[config.mk]
export PLATFORM = sky130hd
export DESIGN_NAME = line_offset_encoder_flat
export DESIGN_NICKNAME = d
export VERILOG_FILES = /design/src/rtl/cache_pkg.sv /design/src/rtl/line_offset_encoder_if.sv /design/src/rtl/lowest_set_encoder.sv /design/src/rtl/line_offset_encoder.sv /design/src/flat_wrapper.sv
export SDC_FILE = /design/constraint.sdc
export NUM_CORES = 1
export LEC_CHECK = 0
export CORE_ASPECT_RATIO = 0.75
export CORE_MARGIN = 8
export CORE_UTILIZATION = 39
export DETAILED_ROUTE_END_ITERATION = 8
export PLACE_DENSITY = 0.66
export SKIP_LAST_GASP = 1
export SLEW_MARGIN = 10
export SYNTH_ARGS = -nofsm -noshare
export SYNTH_HDL_FRONTEND = slang
export SYNTH_HIERARCHICAL = 1
export SYNTH_SLANG_ARGS = --single-unit
[constraint.sdc]
create_clock -name clk -period 5.7 [get_ports clk]
set_input_delay 0.57 -clock clk [delete_from_list [all_inputs] [get_ports clk]]
set_output_delay 0.57 -clock clk [all_outputs]
set_load 0.03 [all_outputs]
[src/rtl/cache_pkg.sv]
// Shared cache line definitions used by the line offset encoder.
package cache_pkg;

  localparam int unsigned LINE_WORDS = 32;
  localparam int unsigned OFFSET_W   = 5;

  typedef logic [LINE_WORDS-1:0] line_mask_t;
  typedef logic [OFFSET_W-1:0]   line_offset_t;
  typedef logic [OFFSET_W:0]     line_count_t;

  typedef enum logic {
    IDLE,
    EMIT
  } line_enc_state_t;

endpackage : cache_pkg

[src/rtl/line_offset_encoder_if.sv]
// Mask-load and offset-stream handshake bundle for the line offset encoder.
interface line_offset_encoder_if;
  import cache_pkg::*;

  logic         load_valid;
  logic         load_ready;
  line_mask_t   load_mask;
  logic         offset_valid;
  logic         offset_ready;
  line_offset_t offset;
  logic         offset_last;
  line_count_t  remaining;
  logic         abort;
  logic         done;

  // Producer of masks and consumer of offsets.
  modport master (
    output load_valid, load_mask, offset_ready, abort,
    input  load_ready, offset_valid, offset, offset_last, remaining, done
  );

  // The encoder itself.
  modport slave (
    input  load_valid, load_mask, offset_ready, abort,
    output load_ready, offset_valid, offset, offset_last, remaining, done
  );

endinterface : line_offset_encoder_if

[src/rtl/lowest_set_encoder.sv]
// Combinational lowest-set-bit priority encoder over one line mask.
module lowest_set_encoder
  import cache_pkg::*;
(
  input  line_mask_t   mask_i,
  output line_offset_t index_o,
  output logic         any_o,
  output logic         single_o
);

  // Scan from the top so the lowest set bit is the last assignment to stick.
  always_comb begin
    index_o = '0;
    for (int unsigned i = LINE_WORDS; i > 0; i--) begin
      if (mask_i[i-1]) index_o = line_offset_t'(i - 1);
    end
  end

  // Exactly one bit set <=> nonzero and clearing the lowest bit leaves zero.
  always_comb begin
    any_o    = (mask_i != '0);
    single_o = any_o && ((mask_i & (mask_i - line_mask_t'(1))) == '0);
  end

endmodule : lowest_set_encoder

[src/rtl/line_offset_encoder.sv]
// Sequential 32-to-5 offset encoder: streams the offset of every set mask bit,
// lowest first, one per handshake.
module line_offset_encoder
  import cache_pkg::*;
(
  input logic                 clk,
  input logic                 reset,
  line_offset_encoder_if.slave bus
);

  line_enc_state_t state_q, state_d;
  line_mask_t      mask_q, mask_d;
  logic            done_q, done_d;

  line_offset_t    low_idx;
  logic            low_any;
  logic            low_single;
  line_count_t     pop;

  lowest_set_encoder u_lse (
    .mask_i   (mask_q),
    .index_o  (low_idx),
    .any_o    (low_any),
    .single_o (low_single)
  );

  // Popcount of the bits still waiting to be transferred.
  always_comb begin
    pop = '0;
    for (int unsigned i = 0; i < LINE_WORDS; i++) begin
      pop = pop + line_count_t'(mask_q[i]);
    end
  end

  // Outputs are derived from registered state only (plus abort gating load).
  always_comb begin
    bus.load_ready   = (state_q == IDLE) && !bus.abort;
    bus.offset_valid = (state_q == EMIT);
    bus.offset       = (state_q == EMIT) ? low_idx    : '0;
    bus.offset_last  = (state_q == EMIT) ? low_single : 1'b0;
    bus.remaining    = (state_q == EMIT) ? pop        : '0;
    bus.done         = done_q;
  end

  // Next-state: load in IDLE, retire lowest bit per transfer in EMIT.
  // Abort has priority over a coincident transfer and suppresses done.
  always_comb begin
    state_d = state_q;
    mask_d  = mask_q;
    done_d  = 1'b0;
    unique case (state_q)
      IDLE: begin
        if (bus.load_valid && !bus.abort) begin
          mask_d = bus.load_mask;
          if (bus.load_mask != '0) state_d = EMIT;
          else                     done_d  = 1'b1;
        end
      end
      EMIT: begin
        if (bus.abort) begin
          mask_d  = '0;
          state_d = IDLE;
        end else if (bus.offset_ready) begin
          mask_d = mask_q & (mask_q - line_mask_t'(1));
          if (low_single) begin
            state_d = IDLE;
            done_d  = 1'b1;
          end
        end
      end
      default: state_d = IDLE;
    endcase
    if (!low_any && state_q == EMIT && !bus.abort) state_d = IDLE;
  end

  // State registers with asynchronous active-high reset.
  always_ff @(posedge clk or posedge reset) begin
    if (reset) begin
      state_q <= IDLE;
      mask_q  <= '0;
      done_q  <= 1'b0;
    end else begin
      state_q <= state_d;
      mask_q  <= mask_d;
      done_q  <= done_d;
    end
  end

endmodule : line_offset_encoder
[src/flat_wrapper.sv]
// flat-port wrapper written by rule: the top's interface ports become plain ports
module line_offset_encoder_flat import cache_pkg::*;
  (clk, reset, bus_load_valid, bus_load_mask, bus_offset_ready, bus_abort, bus_load_ready, bus_offset_valid, bus_offset, bus_offset_last, bus_remaining, bus_done);
  line_offset_encoder_if bus_i ();
  input logic clk;
  input logic reset;
  input wire logic [$bits(bus_i.load_valid)-1:0] bus_load_valid;
  input wire logic [$bits(bus_i.load_mask)-1:0] bus_load_mask;
  input wire logic [$bits(bus_i.offset_ready)-1:0] bus_offset_ready;
  input wire logic [$bits(bus_i.abort)-1:0] bus_abort;
  output wire logic [$bits(bus_i.load_ready)-1:0] bus_load_ready;
  output wire logic [$bits(bus_i.offset_valid)-1:0] bus_offset_valid;
  output wire logic [$bits(bus_i.offset)-1:0] bus_offset;
  output wire logic [$bits(bus_i.offset_last)-1:0] bus_offset_last;
  output wire logic [$bits(bus_i.remaining)-1:0] bus_remaining;
  output wire logic [$bits(bus_i.done)-1:0] bus_done;
  assign bus_i.load_valid = bus_load_valid;
  assign bus_i.load_mask = bus_load_mask;
  assign bus_i.offset_ready = bus_offset_ready;
  assign bus_i.abort = bus_abort;
  assign bus_load_ready = bus_i.load_ready;
  assign bus_offset_valid = bus_i.offset_valid;
  assign bus_offset = bus_i.offset;
  assign bus_offset_last = bus_i.offset_last;
  assign bus_remaining = bus_i.remaining;
  assign bus_done = bus_i.done;
  line_offset_encoder u_core (.clk(clk), .reset(reset), .bus(bus_i));
endmodule
==> flow_summary.json <==
{
  "grt.total_usage": 0.1899,
  "syn_nets": 480,
  "globalplace.congestion": 0.9441,
  "vias_per_cell": 6.232,
  "rsz0062_at_grt": "yes",
  "grt_max_degree": 35,
  "hp-class": "reg2reg",
  "synth_top_area_frac": 0.2420,
  "path_cells": "inv_1 -> fa_1 -> fa_1 -> fa_1 -> fa_1 -> fa_1 -> fa_1 -> inv_1 -> ha_2 -> fa_2 -> a21o_1 -> a21oi_2 -> xnor2_1 -> and2_1 -> buf_6",
  "setup_viol": 0,
  "wl_per_cell_um": 19.87,
  "fin_crit_sh": 0.9836,
  "dp_cells": 582,
  "critPathKind": "reg2out",
  "synth-main-ff-cell": "dfrtp_1",
  "crit_required_ns": 5.13,
  "cts_htree_levels": 2,
  "critPathArrivalTime_ns": 5.04,
  "status": "finished clean",
  "synth_area_sq_um": 3516,
  "synth-seq-area-share": 0.2420,
  "die_h_um": 98.23,
  "async_reset_ff_frac": 1.000,
  "start_kind": "register",
  "drt_first_iter_violations": 448,
  "relSlewSlack": 0.2257,
  "maxSlewViolCount": 0,
  "clk_latency_ns": 0.27,
  "tightestPinTransition_ns": 1.159,
  "grt_pass1_wl_mm": 19.10,
  "fin_skew_ns": 0.003914,
  "synthTopCellsByArea": "dfrtp_1, fa_1, inv_1",
  "layoutNonFillerInstCount": 591,
  "clk_pin_slew_worst_paths_ns": 0.05,
  "drc": 0,
  "cts_tree": "yes",
  "portBuffers": 51,
  "num_rows": 30,
  "dpl.hpwl_mm": 9.142,
  "antenna_found_initial": 0,
  "via_count": 3683,
  "synth-seq-cells": 34,
  "clock_sinks": 34,
  "finalWirelength_mm": 11.74,
  "ys_warn_count": 6,
  "start_util": 0.3952,
  "drive_gt1_frac": 0.1169,
  "ant_nets": 0,
  "pre_cts_ws_ns": -0.007293,
  "maxCapViolCount": 0,
  "drtPass1Iterations": 5,
  "nets": 549,
  "fmax_ghz": 0.1784,
  "critPathBufInv": 3,
  "yosysTopAreaCell": "dfrtp_1",
  "ios": 52,
  "cts_buffers": 5,
  "insertedDiodeCount": 0,
  "crit_slowest_cell": "fa_1",
  "grt_overflow": 0,
  "clockRootBuffer": "clkbuf_16",
  "ys_types": 67,
  "path_delay_family": "adder cells",
  "postCtsHoldBufs": 0,
  "synth_edf_count": 0,
  "yosysMostFrequentCell": "inv_1",
  "cp_slowest_stage_delay_ns": 0.59,
  "period_needed_ns": 5.606,
  "grt_pass1_vias": 3589,
  "synthCells": 410,
  "hold_violations": 0,
  "die_w_um": 125.6,
  "critical_path.most_common_cell": "fa_1",
  "area_growth_pct": 26.05,
  "path_max_fanout": 2,
  "dieArea_sq_um": 12340,
  "cts_max_path_buffers": 2,
  "cp-end-kind": "primary output",
  "synthTopCellsByCount": "inv_1, dfrtp_1, nor2_1, a21oi_1, fa_1",
  "setup_ws_ns": 0.09358,
  "core-area_sq_um": 8896,
  "syn_area_per_cell_sq_um": 8.575
}
layer usage:
| metal | share of wire | global-route usage |
|---|---|---|
| met5 | 0 | 0 |
| met4 | 0.016 | 0.04571 |
| met3 | 0.12 | 0.05498 |
| met2 | 0.43 | 0.2775 |
| met1 | 0.44 | 0.2668 |
worst reg2reg max path, stage by stage, from the launching register on:
cell and delay (ns):
dfrtp_1 0.54, nor4_2 0.46, nand4_2 0.23, or3_1 0.39, a21oi_1 0.17, o2111ai_1 0.13, nor4_2 0.56, nand2_1 0.10
nand2_1 0.08, a21oi_1 0.07
metrics by stage:
step | setup TNS [ns] | hold WS, ns | util | instance area (sq um)
floorplan | 0 | 0.6038 | - | 3516
global placement | 0 | 0.6244 | 0.4803 | 4273
detailed placement | -0.007293 | 0.6504 | 0.4803 | 4273
CTS | -0.007262 | 0.6580 | 0.4958 | 4410
global route | -0.05742 | 0.6262 | 0.4982 | 4432
finish | 0 | 0.6011 | 0.4982 | 4432
area by class of cell:
cell class                 instances  area [sq um]
clock buffer                       7         132.6
inverter                          57         214.0
sequential                        34         850.8
multi-input combinational        305          2407
fill                             831          4464
timing repair buffer              76         686.9
tap                              112         140.1
cell usage in the layout (no fill, tap or decap), drive strengths merged, types with 7 or more instances in the layout:
cell type      count
o21ai             16
ha                 9
a22o              12
a21oi             25
clkdlybuf4s50     46
inv               57
and2              12
nor2              28
nand2             23
dfrtp             34
nor4              25
clkbuf             8
a221o              7
nand3              9
nor3              17
buf               29
fa                24
o31ai             10
final timing paths:
kind / depth (start not counted) / start / slack [ns] / to
min: 2 / u_core/mask_q[23]$_DFFE_PP0P_ / 0.60 / u_core/mask_q[23]$_DFFE_PP0P_
max reg2reg: 9 / u_core/mask_q[4]$_DFFE_PP0P_ / 2.85 / u_core/bus.offset_valid$_DFF_PP0_
min in group asynchronous: 3 / reset / 0.72 / u_core/mask_q[22]$_DFFE_PP0P_
max: 15 / u_core/mask_q[27]$_DFFE_PP0P_ / 0.09 / bus_remaining[4]
max in group asynchronous: 3 / reset / 4.65 / u_core/mask_q[5]$_DFFE_PP0P_
min reg2reg: 2 / u_core/mask_q[23]$_DFFE_PP0P_ / 0.60 / u_core/mask_q[23]$_DFFE_PP0P_
state kept, by name (all words and copies together) (netlist names):
name and count:
u_core/bus.done 1, u_core/mask_q 32, u_core/bus.offset_valid 1
logic make-up after synthesis:
family          count (synthesis)  share of synthesized area
xor+xnor                        3                   0.007475
buf+inv                        71                    0.07829
compound gates                119                     0.2502
fa+ha+maj                      36                     0.1772
flops                          34                     0.2420
simple gates                  147                     0.2448
what timing repair did:
item                       CTS  global route
resized for setup            3             7
buffers inserted             0             2
pin swaps                    0             8
setup endpoints to repair    2             2
Power is not shown: default switching activity piles up to over one toggle a cycle in this logic, so the estimate is an artifact.
